File: config.mk
export PLATFORM = sky130hd
export DESIGN_NAME = mem_arbiter
export DESIGN_NICKNAME = d
export VERILOG_FILES = /design/src/rtl/mem_arbiter_pkg.sv /design/src/rtl/mem_arbiter_arb_pick.sv /design/src/rtl/mem_arbiter.sv
export SDC_FILE = /design/constraint.sdc
export NUM_CORES = 1
export LEC_CHECK = 0
export ABC_AREA = 1
export CAP_MARGIN = 20
export CORE_AREA = 3 3 208 210
export CTS_CLUSTER_SIZE = 28
export DETAILED_ROUTE_END_ITERATION = 10
export DIE_AREA = 0 0 211 213
export PLACE_DENSITY_LB_ADDON = 0.3
export SYNTH_ARGS = -nofsm -noshare
export SYNTH_HDL_FRONTEND = slang
export SYNTH_SLANG_ARGS = --single-unit
File: constraint.sdc
create_clock -name clock -period 0.98 [get_ports clock]
set_input_delay 0.294 -clock clock [delete_from_list [all_inputs] [get_ports clock]]
set_output_delay 0.294 -clock clock [all_outputs]
set_load 0.03 [all_outputs]
File: src/rtl/mem_arbiter_pkg.sv
// mem_arbiter_pkg -- constants shared by the block-read arbiter.
//   state_e        : arbiter FSM encodings (IDLE, READ, RESP)
//   *_DEF          : default width parameters for mem_arbiter
package mem_arbiter_pkg;

  localparam int WORD_SIZE_DEF  = 32;  // bits per word
  localparam int BLOCK_SIZE_DEF = 8;   // words per block
  localparam int MEM_SIZE_DEF   = 32;  // memory depth in blocks

  typedef enum logic [1:0] {
    IDLE = 2'd0,
    READ = 2'd1,
    RESP = 2'd2
  } state_e;

endpackage

File: src/rtl/mem_arbiter_arb_pick.sv
// arb_pick -- combinational grant decision for the two refill requesters.
//   req0, req1 : level requests from requester 0 / requester 1
//   rr_last    : index of the requester granted most recently
//   winner     : index of the requester to grant (0 when neither requests)
// A tie goes to the requester that was not granted last; holding rr_last at
// 1 therefore gives requester 0 fixed priority.
module arb_pick
  import mem_arbiter_pkg::*;
(
  input  logic req0,
  input  logic req1,
  input  logic rr_last,
  output logic winner
);

  // Tie break on rr_last, otherwise grant whichever side is requesting.
  always_comb begin
    winner = 1'b0;
    if (req0 && req1) begin
      winner = ~rr_last;
    end else if (req1) begin
      winner = 1'b1;
    end else begin
      winner = 1'b0;
    end
  end

endmodule

File: src/rtl/mem_arbiter.sv
// mem_arbiter -- arbitrates block reads from an I-cache (requester 0) and a
// D-cache (requester 1) onto one shared block memory.
//   clock, reset        : sole clock, synchronous active-high reset
//   req0/req1, addr0/1  : level block-read requests and block addresses
//   ack0/ack1           : one-cycle completion pulse to the owning requester
//   rdata               : captured block, non-zero only in the ack cycle
//   mem_ren             : read enable to the memory (high only in READ)
//   mem_block_address   : block address latched at grant time
//   mem_ready, mem_dout : memory data-valid and block data
//   busy                : high whenever the FSM is not IDLE
// Build option: define MEM_ARB_ROUND_ROBIN_EN to alternate grants on
// simultaneous requests; otherwise requester 0 always wins a tie.
module mem_arbiter
  import mem_arbiter_pkg::*;
#(
  parameter int WORD_SIZE  = WORD_SIZE_DEF,
  parameter int BLOCK_SIZE = BLOCK_SIZE_DEF,
  parameter int MEM_SIZE   = MEM_SIZE_DEF,
  localparam int LINE_W    = WORD_SIZE * BLOCK_SIZE,
  localparam int ADDR_W    = $clog2(MEM_SIZE)
) (
  input  logic              clock,
  input  logic              reset,
  input  logic              req0,
  input  logic              req1,
  input  logic [ADDR_W-1:0] addr0,
  input  logic [ADDR_W-1:0] addr1,
  output logic              ack0,
  output logic              ack1,
  output logic [LINE_W-1:0] rdata,
  output logic              mem_ren,
  output logic [ADDR_W-1:0] mem_block_address,
  input  logic              mem_ready,
  input  logic [LINE_W-1:0] mem_dout,
  output logic              busy
);

  state_e              state_q, state_d;
  logic                owner_q, owner_d;
  logic [ADDR_W-1:0]   addr_q, addr_d;
  logic                mem_ren_q, mem_ren_d;
  logic [1:0]          ack_q, ack_d;
  logic [LINE_W-1:0]   rdata_q, rdata_d;
  logic                busy_q, busy_d;
  logic                winner_s;
  logic                rr_last_s;

`ifdef MEM_ARB_ROUND_ROBIN_EN
  logic                rr_last_q, rr_last_d;
  assign rr_last_s = rr_last_q;
`else
  // Fixed priority: pretending requester 1 was granted last makes 0 win ties.
  assign rr_last_s = 1'b1;
`endif

  arb_pick u_arb_pick (
    .req0    (req0),
    .req1    (req1),
    .rr_last (rr_last_s),
    .winner  (winner_s)
  );

  // Next-state and registered-output computation for the IDLE/READ/RESP FSM.
  always_comb begin
    state_d   = state_q;
    owner_d   = owner_q;
    addr_d    = addr_q;
    mem_ren_d = mem_ren_q;
    busy_d    = busy_q;
    ack_d     = 2'b00;
    rdata_d   = {LINE_W{1'b0}};
`ifdef MEM_ARB_ROUND_ROBIN_EN
    rr_last_d = rr_last_q;
`endif
    case (state_q)
      IDLE: begin
        if (req0 || req1) begin
          state_d   = READ;
          owner_d   = winner_s;
          // The address is frozen here; later addrN changes are ignored.
          addr_d    = winner_s ? addr1 : addr0;
          mem_ren_d = 1'b1;
          busy_d    = 1'b1;
`ifdef MEM_ARB_ROUND_ROBIN_EN
          rr_last_d = winner_s;
`endif
        end else begin
          state_d = IDLE;
        end
      end
      READ: begin
        // Completion does not depend on reqN still being high.
        if (mem_ready) begin
          state_d   = RESP;
          mem_ren_d = 1'b0;
          ack_d     = owner_q ? 2'b10 : 2'b01;
          rdata_d   = mem_dout;
        end else begin
          state_d = READ;
        end
      end
      RESP: begin
        // Always pass through IDLE so mem_ren drops before the next access.
        state_d = IDLE;
        busy_d  = 1'b0;
      end
      default: begin
        state_d   = IDLE;
        mem_ren_d = 1'b0;
        busy_d    = 1'b0;
      end
    endcase
  end

  // State and output registers with synchronous reset.
  always_ff @(posedge clock) begin
    if (reset) begin
      state_q   <= IDLE;
      owner_q   <= 1'b0;
      addr_q    <= {ADDR_W{1'b0}};
      mem_ren_q <= 1'b0;
      ack_q     <= 2'b00;
      rdata_q   <= {LINE_W{1'b0}};
      busy_q    <= 1'b0;
`ifdef MEM_ARB_ROUND_ROBIN_EN
      rr_last_q <= 1'b1;
`endif
    end else begin
      state_q   <= state_d;
      owner_q   <= owner_d;
      addr_q    <= addr_d;
      mem_ren_q <= mem_ren_d;
      ack_q     <= ack_d;
      rdata_q   <= rdata_d;
      busy_q    <= busy_d;
`ifdef MEM_ARB_ROUND_ROBIN_EN
      rr_last_q <= rr_last_d;
`endif
    end
  end

  assign ack0              = ack_q[0];
  assign ack1              = ack_q[1];
  assign rdata             = rdata_q;
  assign mem_ren           = mem_ren_q;
  assign mem_block_address = addr_q;
  assign busy              = busy_q;

endmodule
==> flow_summary.toml, run 1 <==
[critical_path]
path_max_fanout = 1
cp_cell_sequence = "buf_6"
crit_buf_inv = 1
ff2ff_path_depth = 7
crit_type = "reg2out"
cp.depth = 1
cpLargestDelayFamily = "flip-flops"
setup.worst_path.start_class = "flop"
worst_path_max_delay_cell = "dfxtp_2"
worstPathRequired_ns = 0.69
arrival_ns = 1.05
max_stage_delay_ns = 0.35
end_kind = "output pin"

[cells_and_area]
area_growth_syn_to_layout_pct = 140
layout.nets = 1764
final_layout_size_suffix_gt1_share_pct = 58.0
finalInstanceArea_sq_um = 18500

[die]
die_w_microns = 211
start_util_pct = 18.5
die_h_microns = 213
row_count = 75
ioPinCount = 536
die_area_sq_um = 44900
core_area_sq_um = 41800

[worst_hold_path]
hold_depth = 3
worstHoldPathType = "in2reg"

[synthesis]
synth_area_sq_um = 7730
synth-seq-cells = 268
synth.avg_cell_area_sq_um = 8.81
yosysWarnings = 0
syn-num-nets = 1148
synthDistinctLibCells = 13
seq_area_frac_synth_pct = 69.4
netlist_instances = 877

[sta]
fin_crit_sh_pct = 138
hold_viol = 0
setup_viol = 533
max_freq_ghz = 0.742
fin_ws_ns = -0.368
slew_headroom_pct = 81.4
skew_ns = 0.0157
rsz0062_at_grt = "true"
fin_hold_ws_ns = 0.236
slew_violations = 0
period_minus_slack_ns = 1.35
worst_pin_slew_ns = 0.279

[routing]
wl_per_cell_microns = 15.7
ant_nets = 0
vias = 7483
drt_iter0_markers = 141
drc_errors = 0
drtPass1Iterations = 4
drt_wl_total_microns = 32200
viasPerCell = 3.64

[placed_design]
gp_congestion = 0.752
placed_cell_area_sq_um = 13700
portBuffers = 535
dp_hpwl_microns = 21200

[global_routing]
track_usage_pct = 13.0
antenna_found_initial = 3
grt_start_max_net_pins = 15
grt_pass1_wl_microns = 45000
overflow = 0
grt_pass1_vias = 7723

[clocking]
clkLatencyLatePin_ns = 0.56
cts_sinks = 268
cts_buffers = 29
cts_buffer_depth = 3
cts_tree = "yes"
cts-root-buf = "clkbuf_16"
clk_pin_slew_ns = 0.06
hold_buffers = 0
h-tree-depth = 1

[pwr]
peakVddDrop_v = 0.00134
power_per_cell_area_nw_per_um2 = 1450
internal_power_w = 0.0202
power_switching_share_pct = 24.7
leakagePower_nw = 8.45
pwr-share-comb_pct = 15.5
seqPwrFrac_pct = 42.6
power.switching_w = 0.00663
total_power_w = 0.0268
power_frac_clock_pct = 41.9

[outcome]
violations = "setup timing"
outcome = "complete, but fails checks"

[flow_run]
max-cap-violations = 0
Yosys cell counts (all sizes together):
cell type | instances | share of area [%]
o21ai | 1 | 0.065
nand3 | 5 | 0.32
a21oi | 4 | 0.26
nor2 | 275 | 13
inv | 272 | 13
buf | 28 | 1.9
nand2 | 23 | 1.1
dfxtp | 268 | 69
nand4 | 1 | 0.28
layout by cell type, fill, tap and decap left out, types with 4 or more instances in the layout:
master,netlist,layout
clkdlybuf4s50_1,0,270
clkinv_2,0,4
nand2_1,22,22
nor2_1,275,59
buf_6,1,247
buf_8,0,4
dfxtp_2,0,266
nor2_2,0,20
buf_16,0,20
nor2_4,0,196
inv_1,271,270
clkbuf_16,0,36
clkbuf_1,0,7
clkbuf_8,0,6
buf_12,0,53
buf_4,1,12
final timing paths:
kind                            slack (ns)    endpoint         start
worst max-delay path                 -0.37    rdata[4]      rdata[4]
worst min-delay path                  0.24   rdata[11]  mem_dout[11]
worst max register to register       -0.36  rdata[182]    state_q[1]
worst min register to register        0.45    ack_q[0]       owner_q
timing repair:
action,4_1_cts,5_1_grt
pin swaps,3,11
setup buffers,12,15
cloned,22,7
resized for setup,679,333
setup endpoints to repair,523,533
registers in the layout (all words and copies together) (netlist names):
signal and flops:
busy 1, owner_q 1, mem_ren 1, state_q 2, rdata 256, ack_q 2
mem_block_address 5
through the flow:
| step | setup TNS, ns | setup slack, ns | cells | util (%) |
|---|---|---|---|---|
| 6_report | -146.46 | -0.368 | 2054 | 44.4 |
| 5_1_grt | -171.57 | -0.418 | 2053 | 44.4 |
| 4_1_cts | -165.65 | -0.417 | 2042 | 41.3 |
| 3_5_place_dp | -147.83 | -0.606 | 1957 | 32.7 |
| 3_3_place_gp | -139.25 | -0.592 | 1957 | 32.7 |
| 2_1_floorplan | -2.87 | -0.0157 | 877 | - |
area by class of cell:
cell class / instances / area (sq um)
Clock inverter: 10 / 139
Antenna cell: 1 / 2.50
Sequential cell: 268 / 5700
Clock buffer: 42 / 835
Multi-Input combinational cell: 309 / 2730
Tap cell: 539 / 674
Fill cell: 3829 / 23200
Timing Repair Buffer: 613 / 7420
Inverter: 272 / 1020
logic make-up after synthesis:
family,after synthesis,share of synthesized area [%]
and+or+nand+nor,304,15.1
buffers and inverters,300,15.1
AOI/OAI and AO/OA,5,0.324
DFF,268,69.4
per-layer routing:
layer  wire length [microns]  part of all wire (%)  GRT usage, %
met1                   11000                    34          13.8
met2                   17600                    55          24.1
met3                    2840                   8.8          4.76
met4                     738                   2.3          3.51
met5                      12                 0.037             0
power groups by stage:
| stage | Combinational, W | Sequential (W) | Clock, W |
|---|---|---|---|
| after floorplan | 0.000516 | 0.0121 | 0 |
| after global placement | 0.00298 | 0.0115 | 0 |
| after detailed placement | 0.00299 | 0.0115 | 0 |
| after CTS | 0.00370 | 0.0114 | 0.0117 |
| after global routing | 0.00440 | 0.0114 | 0.0121 |
| final | 0.00415 | 0.0114 | 0.0112 |
No activity file was read; power rests on OpenSTA's default activity.
==> run 2, diff against run 1 <==
- ABC_AREA: 1 -> default
- CORE_AREA: 3 3 208 210 -> 3 3 209 211
- DIE_AREA: 0 0 211 213 -> 0 0 212 214
- SKIP_CTS_REPAIR_TIMING: default -> 1
==> flow_summary.toml, run 2 <==
[sta]
worst_pin_slew_ns = 0.294
setup_viol = 530
hold_viol = 0
setup-tns-final_ns = -155.17
fin_ws_ns = -0.352
slew_violations = 0
skew_ns = 0.0145
max_freq_ghz = 0.751
period_minus_slack_ns = 1.33
rsz0062_at_grt = "true"
slew_headroom_pct = 80.2
fin_crit_sh_pct = 136

[global_routing]
grt_pass1_wl_microns = 36400
grt_start_max_net_pins = 38
overflow = 0
track_usage_pct = 10.3
antenna_found_initial = 1
grt_pass1_vias = 6204

[pwr]
peakVddDrop_v = 0.00101
seqPwrFrac_pct = 45.4
internal_power_w = 0.0195
pwr-share-comb_pct = 11.8
power_frac_clock_pct = 42.7
power_switching_share_pct = 22.2
power.switching_w = 0.00558
power_per_cell_area_nw_per_um2 = 1620
leakagePower_nw = 6.58

[placed_design]
portBuffers = 535
dp_hpwl_microns = 20200
dp.cells = 1659
pre_cts_slack_ns = -0.791
gp_congestion = 0.748

[critical_path]
path_max_fanout = 1
crit_type = "reg2out"
cp.depth = 1
crit_buf_inv = 1
cpLargestDelayFamily = "flip-flops"
end_kind = "output pin"
cp_cell_sequence = "buf_12"
max_stage_delay_ns = 0.36
arrival_ns = 1.04
ff2ff_path_depth = 6
setup.worst_path.start_class = "flop"
worst_path_max_delay_cell = "dfxtp_4"
worstPathRequired_ns = 0.69

[synthesis]
synthTopCellsByArea = "dfxtp_1 73%, and2_1 22%, clkbuf_2 1.6%, mux2i_1 0.68%, a221oi_1 0.59%"
synth_common_cells = "268 x dfxtp_1, 257 x and2_1, 23 x clkbuf_2"
yosysTopAreaCell = "dfxtp_1"
synthDistinctLibCells = 21
synth_flop_cell = "dfxtp_1"
seq_area_frac_synth_pct = 72.9
yosysWarnings = 0
synth.avg_cell_area_sq_um = 12.5
synth-seq-cells = 268
syn-num-nets = 861
synthArstFlopShare_pct = 0
synth_edf_count = 0
yosysTopAreaCellShare_pct = 72.9
netlist_instances = 590
synth_area_sq_um = 7360
yosysMostFrequentCell = "dfxtp_1"

[cells_and_area]
layout.nets = 1429
largest_reg_flops = 256
area_growth_syn_to_layout_pct = 110
final_layout_size_suffix_gt1_share_pct = 51.5
fin_cells = 1717
final_cell_mix = "270 x clkdlybuf4s50_1, 248 x dfxtp_2, 247 x and2_1, 223 x buf_6, 36 x buf_12"
final.fill_count = 4073
final_common_cell = "clkdlybuf4s50_1"

[routing]
drc_errors = 0
vias = 6035
drt_wl_total_microns = 26300
ant_nets = 0
viasPerCell = 3.51
drt_iter0_markers = 197
drtPass1Iterations = 4
wl_per_cell_microns = 15.3

[flow_run]
max-cap-violations = 0

[clocking]
cts_buffers = 30
clkLatencyLatePin_ns = 0.55
clk_pin_slew_ns = 0.06
cts_sinks = 268
cts_tree = "yes"
h-tree-depth = 1
cts_buffer_depth = 3
cts-root-buf = "clkbuf_16"

[die]
die_w_microns = 212
die_area_sq_um = 45400
core_area_sq_um = 41900
start_util_pct = 17.6
ioPinCount = 536
row_count = 75
die_h_microns = 214

[worst_hold_path]
hold_depth = 2
worstHoldPathType = "in2reg"

[outcome]
outcome = "complete, but fails checks"
violations = "setup timing"
[run 2: cell count changes in the layout (fill, tap and decap cells not counted), moves of 20 or more]
cell,delta
buf_6,-24
buf_4,+20
nor2_4,-196
and2_1,+247
inv_1,-265
nand2_1,-21
nor2_1,-56
[run 2: kinds of logic (layout without fill, tap and decap cells)]
group / count (synthesis) / count (layout) / share of synthesized area (%)
and+or+nand+nor: 270 / 270 / 22.9
DFF: 268 / 268 / 72.9
buffers and inverters: 35 / 622 / 2.29
AOI/OAI and AO/OA: 12 / 12 / 1.26
muxes: 5 / 5 / 0.680
other: 0 / 1 / 0
[run 2: cell type report]
type	instances	area, sq um	area share [%]
flip-flops and latches	268	5680	36.7
well taps	539	674	4.35
clock buffers	46	932	6.02
diodes	1	2.50	0.0162
repair buffers	566	6290	40.6
multi-input cells	287	1860	12.0
clock inverters	5	27.5	0.178
inverters	5	18.8	0.121
[run 2: power by group through the flow]
stage / registers (W) / logic [W] / clock network [W]
2_1_floorplan: 0.0121 / 0.000364 / 0
3_3_place_gp: 0.0116 / 0.00277 / 0
3_5_place_dp: 0.0116 / 0.00278 / 0
4_1_cts: 0.0113 / 0.00279 / 0.0112
5_1_grt: 0.0114 / 0.00315 / 0.0117
6_report: 0.0114 / 0.00298 / 0.0107
[run 2: final timing paths]
path,slack (ns),start,endpoint
max,-0.35,rdata[237],rdata[237]
min,0.29,mem_dout[241],rdata[241]
max reg2reg,-0.34,state_q[0],rdata[178]
min reg2reg,0.46,mem_ren,mem_ren
[run 2: layer usage]
| layer | up-vias | part of all wire (%) | global-route usage [%] |
|---|---|---|---|
| li1 | 2939 | - | - |
| met1 | 2699 | 34 | 10.2 |
| met2 | 357 | 49 | 18.5 |
| met3 | 40 | 14 | 5.43 |
| met4 | 0 | 2.6 | 3.51 |
| met5 | - | 0 | 0 |
[run 2: stage by stage]
stage	power, W	hold WS (ns)	util, %	instance area, sq um
after floorplan	0.0125	0.415	-	7420
after global placement	0.0143	0.445	31.5	13200
after detailed placement	0.0143	0.452	31.5	13200
after CTS	0.0253	0.257	33.8	14200
after global routing	0.0262	0.261	36.9	15500
final	0.0251	0.290	36.9	15500
==> run 3, diff against run 2 <==
==> constraint.sdc (replaced) <==
create_clock -name clock -period 0.98 [get_ports clock]
set_input_delay 0.098 -clock clock [delete_from_list [all_inputs] [get_ports clock]]
set_output_delay 0.098 -clock clock [all_outputs]
set_load 0.03 [all_outputs]
==> flow_summary.toml, run 3 (synthesized netlist as in run 2, its figures left out) <==
[global_routing]
grt_start_max_net_pins = 55
grt_pass1_vias = 6200
track_usage_pct = 10.5
antenna_found_initial = 3
overflow = 0
grt_pass1_wl_microns = 36800

[die]
core_area_sq_um = 41900
start_util_pct = 17.6
ioPinCount = 536
die_area_sq_um = 45400
row_count = 75
die_h_microns = 214
die_w_microns = 212

[clocking]
clk_pin_slew_ns = 0.06
cts_tree = "yes"
cts_sinks = 268
cts-root-buf = "clkbuf_16"
h-tree-depth = 1
clkLatencyLatePin_ns = 0.57
cts_buffers = 31
cts_buffer_depth = 3

[sta]
fin_crit_sh_pct = 136
rsz0062_at_grt = "true"
skew_ns = 0.0157
max_freq_ghz = 0.748
setup_viol = 529
worst_pin_slew_ns = 0.280
slew_violations = 0
fin_ws_ns = -0.356
period_minus_slack_ns = 1.34
slew_headroom_pct = 81.3
hold_viol = 0

[routing]
wl_per_cell_microns = 15.7
drtPass1Iterations = 3
viasPerCell = 3.54
drt_iter0_markers = 139
drt_wl_total_microns = 26900
vias = 6096
drc_errors = 0
ant_nets = 0

[cells_and_area]
final_cell_mix = "270 x clkdlybuf4s50_1, 259 x dfxtp_2, 257 x and2_1, 241 x buf_6, 34 x clkbuf_16"
layout.nets = 1429
largest_reg_flops = 256
multi_input_area_sq_um = 1880
utilization_pct = 37.3
finalInstanceArea_sq_um = 15600
ff_latch_area_sq_um = 5700
final_common_cell = "clkdlybuf4s50_1"
final_layout_size_suffix_gt1_share_pct = 52.3
area_growth_syn_to_layout_pct = 112
final.fill_count = 4029
fin_cells = 1720
diodes = 0

[placed_design]
portBuffers = 535
dp_hpwl_microns = 20000
placed_cell_area_sq_um = 13200
gp_congestion = 0.731
dp.cells = 1658

[pwr]
peakVddDrop_v = 0.000860
power_per_cell_area_nw_per_um2 = 1680
total_power_w = 0.0263
leakagePower_nw = 6.63

[critical_path]
end_kind = "flop"
arrival_ns = 1.83
worstPathRequired_ns = 1.47
crit_type = "reg2reg"
path_max_fanout = 27
setup.worst_path.start_class = "flop"

[outcome]
violations = "setup timing"
outcome = "complete, but fails checks"

[worst_hold_path]
worstHoldPathType = "in2reg"

[flow_run]
max-cap-violations = 0
[run 3: cell types whose count changed in the layout (fill, tap and decap cells not counted), sizes merged]
| cell | before | now |
|---|---|---|
| inv | 5 | 7 |
| bufinv | 0 | 4 |
| clkbuf | 49 | 46 |
| diode | 1 | 0 |
| clkinv | 4 | 6 |
| buf | 293 | 292 |
[run 3: power by group]
part | internal (W) | total (W) | switching [W]
Combinational | 0.00182 | 0.00299 | 0.00116
Sequential | 0.0113 | 0.0114 | 0.000160
Clock | 0.00737 | 0.0119 | 0.00455
[run 3: worst paths after layout]
| path | start | endpoint | slack [ns] | cells past startpoint |
|---|---|---|---|---|
| setup / recovery | state_q[0] | rdata[215] | -0.36 | 5 |
| hold / removal | mem_dout[45] | rdata[45] | 0.08 | 2 |
| setup reg to reg | state_q[0] | rdata[215] | -0.36 | 5 |
| hold reg to reg | busy | busy | 0.48 | 1 |
[run 3: metal layers]
layer / share of wire [%] / wire length [microns] / global-route usage (%) / vias to the layer above
li1: - / - / - / 2940
met1: 35 / 9310 / 10.7 / 2764
met2: 50 / 13500 / 18.7 / 348
met3: 13 / 3570 / 5.71 / 38
met4: 2.0 / 551 / 2.77 / 6
met5: 0.14 / 39 / 0 / -
[run 3: critical path, stage by stage, from the launching register on]
cell and delay (ns):
dfxtp_2 0.33, nand2_2 0.07, nor3_4 0.29, buf_8 0.22, clkbuf_16 0.21, and2_1 0.15
[run 3: stage by stage]
stage | TNS [ns] | setup slack (ns) | hold slack [ns]
global placement | -140.10 | -0.591 | 0.447
global route | -143.60 | -0.433 | 0.0463
finish | -107.38 | -0.356 | 0.0781
CTS | -119.98 | -0.332 | 0.0351
detailed placement | -141.02 | -0.599 | 0.454
floorplan | -46.04 | -0.196 | 0.220
[run 3: layout make-up]
cell class,instances,share of cell area (%)
clock inverters,13,1.14
multi-input cells,287,12.0
repair buffers,565,40.3
inverters,5,0.120
flip-flops and latches,268,36.4
clock buffers,43,5.70
well taps,539,4.31
